<file path="src/rtl/axis_dsm_cic_decimator.sv">
// axis_dsm_cic_decimator
// Receive side of the first-order delta-sigma link: a second-order CIC (sinc^2) decimator that
// turns the 1-bit modulator stream into signed WIDTH-bit PCM samples over AXI-Stream.
// Optional feature macro: DSM_CIC_SAT_COUNT_EN adds the 16-bit sat_cnt clipped-sample counter.

module axis_dsm_cic_decimator #(
   parameter int unsigned WIDTH      = 16,
   parameter int unsigned DECIM_LOG2 = 6
) (
   input  logic             aclk,
   input  logic             arst_n,
   input  logic             s_axis_data_tdata,
   input  logic             s_axis_data_tvalid,
   output logic             s_axis_data_tready,
   output logic [WIDTH-1:0] m_axis_data_tdata,
   output logic             m_axis_data_tvalid,
   input  logic             m_axis_data_tready
`ifdef DSM_CIC_SAT_COUNT_EN
   ,
   output logic [15:0]      sat_cnt
`endif
);

   localparam int unsigned D  = DECIM_LOG2;
   localparam int unsigned WI = 2 * D + 2;  // integrator / comb width
   localparam int unsigned YW = 2 * D;      // scaled sample width before output alignment

   // R^2/2 in integrator width; used both as the mid-scale offset and the clip threshold
   localparam logic [WI-1:0] HalfR2 = {{(WI - YW){1'b0}}, 1'b1, {(YW - 1){1'b0}}};

   // State
   logic [WI-1:0]    i1_q, i1_d;
   logic [WI-1:0]    i2_q, i2_d;
   logic [WI-1:0]    d1_q, d2_q;
   logic [D-1:0]     cnt_q;
   logic [1:0]       wu_q;
   logic [WIDTH-1:0] tdata_q, tdata_d;
   logic             tvalid_q, tvalid_d;

   // Datapath
   logic                 accept;
   logic                 cnt_last;
   logic                 boundary;
   logic                 warm;
   logic                 load;
   logic [WI-1:0]        c1, c2, y;
   logic                 sat;
   logic signed [YW-1:0] y_clip;
   logic [WIDTH-1:0]     y_out;

   assign cnt_last = (cnt_q == {D{1'b1}});

   // Stall only when the upcoming boundary beat would overwrite an unaccepted sample
   assign s_axis_data_tready = !(tvalid_q && !m_axis_data_tready && cnt_last);

   assign accept   = s_axis_data_tvalid && s_axis_data_tready;
   assign boundary = accept && cnt_last;
   assign warm     = (wu_q == 2'd2);
   assign load     = boundary && warm;

   // Integrators, comb stages and scaling for the current beat
   always_comb begin
      i1_d   = i1_q + WI'(s_axis_data_tdata);
      i2_d   = i2_q + i1_d;
      c1     = i2_d - d1_q;
      c2     = c1 - d2_q;
      y      = c2 - HalfR2;
      // Only +R^2/2 is out of the 2D-bit signed range
      sat    = (y == HalfR2);
      y_clip = sat ? {1'b0, {(YW - 1){1'b1}}} : y[YW-1:0];
   end

   // Align the 2D-bit result to the output width
   if (YW >= WIDTH) begin : g_shr
      localparam int unsigned Shr = YW - WIDTH;
      assign y_out = WIDTH'(y_clip >>> Shr);
   end else begin : g_shl
      assign y_out = {y_clip, {(WIDTH - YW){1'b0}}};
   end

   // Integrators, phase counter, comb delays and warm-up counter advance on accepted beats
   always_ff @(posedge aclk or negedge arst_n) begin
      if (!arst_n) begin
         i1_q  <= '0;
         i2_q  <= '0;
         d1_q  <= '0;
         d2_q  <= '0;
         cnt_q <= '0;
         wu_q  <= '0;
      end else if (accept) begin
         i1_q  <= i1_d;
         i2_q  <= i2_d;
         cnt_q <= cnt_q + {{(D - 1){1'b0}}, 1'b1};
         if (boundary) begin
            d1_q <= i2_d;
            d2_q <= c1;
            if (!warm) begin
               wu_q <= wu_q + 2'd1;
            end
         end
      end
   end

   // Output register next state: a load wins over a same-cycle handshake
   always_comb begin
      tvalid_d = tvalid_q;
      tdata_d  = tdata_q;
      if (load) begin
         tvalid_d = 1'b1;
         tdata_d  = y_out;
      end else if (tvalid_q && m_axis_data_tready) begin
         tvalid_d = 1'b0;
      end
   end

   // Output register
   always_ff @(posedge aclk or negedge arst_n) begin
      if (!arst_n) begin
         tvalid_q <= 1'b0;
         tdata_q  <= '0;
      end else begin
         tvalid_q <= tvalid_d;
         tdata_q  <= tdata_d;
      end
   end

   assign m_axis_data_tvalid = tvalid_q;
   assign m_axis_data_tdata  = tdata_q;

`ifdef DSM_CIC_SAT_COUNT_EN
   logic [15:0] sat_cnt_q;

   // Count loaded samples that were clipped, saturating at all-ones
   always_ff @(posedge aclk or negedge arst_n) begin
      if (!arst_n) begin
         sat_cnt_q <= '0;
      end else if (load && sat && (sat_cnt_q != 16'hFFFF)) begin
         sat_cnt_q <= sat_cnt_q + 16'd1;
      end
   end

   assign sat_cnt = sat_cnt_q;
`endif

endmodule

</file>
<file path="config.mk">
export PLATFORM = sky130hd
export DESIGN_NAME = axis_dsm_cic_decimator
export DESIGN_NICKNAME = d
export VERILOG_FILES = /design/src/rtl/axis_dsm_cic_decimator.sv
export SDC_FILE = /design/constraint.sdc
export NUM_CORES = 1
export LEC_CHECK = 0
export BUFFER_PORTS_ARGS = -buffer_cell sky130_fd_sc_hd__clkbuf_2
export CAP_MARGIN = 40
export CORE_MARGIN = 10
export CORE_UTILIZATION = 55
export DETAILED_ROUTE_END_ITERATION = 8
export HOLD_SLACK_MARGIN = 0.12
export PLACE_DENSITY = 0.69
export SYNTH_ARGS = -nofsm -noshare
export SYNTH_HDL_FRONTEND = slang
export SYNTH_SLANG_ARGS = --single-unit
</file>
<file path="constraint.sdc">
create_clock -name aclk -period 10.35 [get_ports aclk]
set_input_delay 1.035 -clock aclk [delete_from_list [all_inputs] [get_ports aclk]]
set_output_delay 1.035 -clock aclk [all_outputs]
set_load 0.03 [all_outputs]
</file>
==> summary.txt <==
Critical path
  – Worst-path maximum fanout: 12
  – Crit path max-delay cell type: fa_1
  – R2R Setup Slk: 4.26 ns
  – Required time of the critical path: 10.60 ns
  – Critical Path AT: 6.72 ns
  – Worst setup SP type: input port
  – Crit end category: register
  – Critical path's largest stage delay: 0.42 ns
  – Worst reg2reg path startpoint: i1_q[0]
  – FF-to-FF path depth: 28
  – RR Endpoint: m_axis_data_tdata[15]
  – Worst Path Class, Setup: input port to register
  – CP dominant cell by count: ha_1

Timing
  – RSZ-0062 raised after global routing: false
  – Max-slew violations: 0
  – Fin Setup TNS: 0 ns
  – Slew HR: 52.8%
  – Period utilization: 62.5%
  – Endpoints failing setup: 0
  – Fmax: 155 MHz
  – Period minus WS final: 6.47 ns
  – Hold WS: 0.484 ns
  – Measured slew at the worst slew-check pin: 0.706 ns
  – Final hold vios: 0
  – Worst Skew: 0.0152 ns

Clock tree
  – Sink Count: 77
  – Total CTS buffers: 9
  – Post-CTS Resized: 0
  – Root Buffer: clkbuf_8
  – CTS clk-pin slew, worst paths: 0.09 ns
  – CTS tree: built
  – # Post-CTS Setup Buffers: 0
  – Clk_lat worst skew: 0.35 ns
  – Worst-case clock buffer depth: 2
  – Cts hold-fix bufs: 0
  – CTS H-Tree Depth: 3

Global routing
  – Vias in the first global route: 3,879
  – GRT Util Overall: 15.9%
  – Met2 usage: 26.9%
  – GR peak layer: met2
  – GRT overflow: 0
  – First-pass GRT wire length: 17,600 um
  – Maximum number of pins on one net before global-route repair: 65
  – Grt met1 use: 18.7%
  – Initial antenna violation count: 0
  – Met3 GRT Util: 3.57%

Synth
  – Synth Cell Area: 5200 um2
  – Synth top cells by count: nand2_1, dfrtp_1, ha_1
  – Mean Syn Cell Area: 9.08 um2
  – Most used flip-flop cell after synthesis: dfrtp_1
  – Ys Warns: 0
  – Cell accounting for the most synthesized area: dfrtp_1
  – Yosys cell types: 45
  – Most frequent cell after synthesis: nand2_1
  – Register area share after synthesis: 37.1%
  – Area contributors post-synth: dfrtp_1, ha_1, xnor2_1, nand2_1, o21ai_0
  – Yosys top cell area share: 37.1%
  – EDFF count, synth: 0
  – Post-Synthesis Cells: 572
  – Synth Register Bits: 77
  – Ys async rst share: 100%

Finish
  – Area of the multi-input gates: 3000 um2
  – Final std cells w/o fill: 723
  – Syn-to-layout area delta: 8.26%
  – Nets: 658
  – Ant diodes: 0
  – Fillers: 801
  – Layout cells sized above 1: 7.91%
  – Register area: 1930 um2
  – Final Instance Area: 5630 um2

Place
  – Placed cell count: 708
  – DP HPWL: 7650 um
  – Number of port buffers: 18
  – Routability congestion estimate from global placement: 0.891
  – DP Area: 5440 um2

Floorplan
  – Chip width: 117 um
  – Die ar.: 13,700 um2
  – Starting Density: 56.2%
  – Std-Cell Rows: 35
  – # IOs: 23
  – Die Span Y: 117 um
  – Core area: 9240 um2

Status
  – Status: finished clean

Drt
  – Vias: 3,824
  – Post-Route WL: 9940 um
  – Via-per-instance ratio: 5.29
  – WL/cell: 13.7 um
  – TritonRoute pass-1 iters: 4
  – Drt drc: 0
  – 1st-iter DRT viols: 190
  – Routed Antenna Nets: 0

Job
  – Max-cap violation count: 0

Min path
  – Hold Crit Depth: 2
  – Worst hold start: d1_q[10]
  – Hold EP: d1_q[10]
  – Hold WC Path Type: register to register
area by class of cell:
type,instances,share of cell area [%]
timing repair buffer,21,2.76
tap,129,2.87
clock inverter,5,1.07
multi-input combinational,428,53.2
clock buffer,10,2.27
inverter,53,3.54
sequential,77,34.3
registers in the layout, indices dropped and copies added (netlist names):
register            flops
d2_q                   14
i2_q                   14
cnt_q                   6
i1_q                   14
m_axis_data_tvalid      1
d1_q                   14
m_axis_data_tdata      12
wu_q                    2
critical path, delay by kind of cell:
family,cells,cell delay [ns]
adders and majority gates,6,1.80
AOI/OAI and AO/OA,9,1.56
buffers and inverters,4,0.29
xor gates and xnor gates,3,0.50
and+or+nand+nor,7,1.51
layout by cell type, fill, tap and decap left out, types with 7 or more instances in the layout:
| cell type | count |
|---|---|
| nand2_1 | 84 |
| a21oi_1 | 29 |
| clkbuf_2 | 17 |
| o21ai_0 | 53 |
| a21o_1 | 9 |
| nand3_1 | 19 |
| ha_1 | 60 |
| dfrtp_1 | 77 |
| nor3_1 | 7 |
| xor2_1 | 20 |
| inv_1 | 53 |
| clkbuf_8 | 9 |
| xnor2_1 | 46 |
| nor2_1 | 22 |
kinds of logic after synthesis:
family	after synthesis	synth area share [%]
compound gates	123	14.4
xor+xnor	67	11.4
fa+ha+maj	63	15.6
buf+inv	70	5.49
flops	77	37.1
mux	6	1.23
other cells	1	0.0722
simple gates	165	14.7
worst max path at each step:
stage / to / cells after the start / from
6_report: m_axis_data_tdata[15] / 29 / s_axis_data_tdata
5_1_grt: m_axis_data_tdata[15] / 29 / s_axis_data_tdata
4_1_cts: m_axis_data_tdata[15] / 29 / s_axis_data_tdata
3_5_place_dp: m_axis_data_tdata[15] / 29 / s_axis_data_tdata
3_3_place_gp: m_axis_data_tdata[15] / 29 / s_axis_data_tdata
2_1_floorplan: m_axis_data_tdata[14] / 29 / s_axis_data_tdata
routing by layer:
metal / vias to the layer above / wire length, um
li1: 1958 / -
met1: 1799 / 4510
met2: 43 / 4770
met3: 24 / 274
met4: 0 / 376
met5: - / 0
metrics by stage:
step	setup WS, ns	utilization, %
after global placement	3.77	58.3
final	3.88	60.9
after detailed placement	3.60	58.8
after CTS	3.94	60.9
after global routing	3.36	60.9
after floorplan	4.50	-
Power is not shown: default switching activity piles up to over one toggle a cycle in this logic, so the estimate is an artifact.
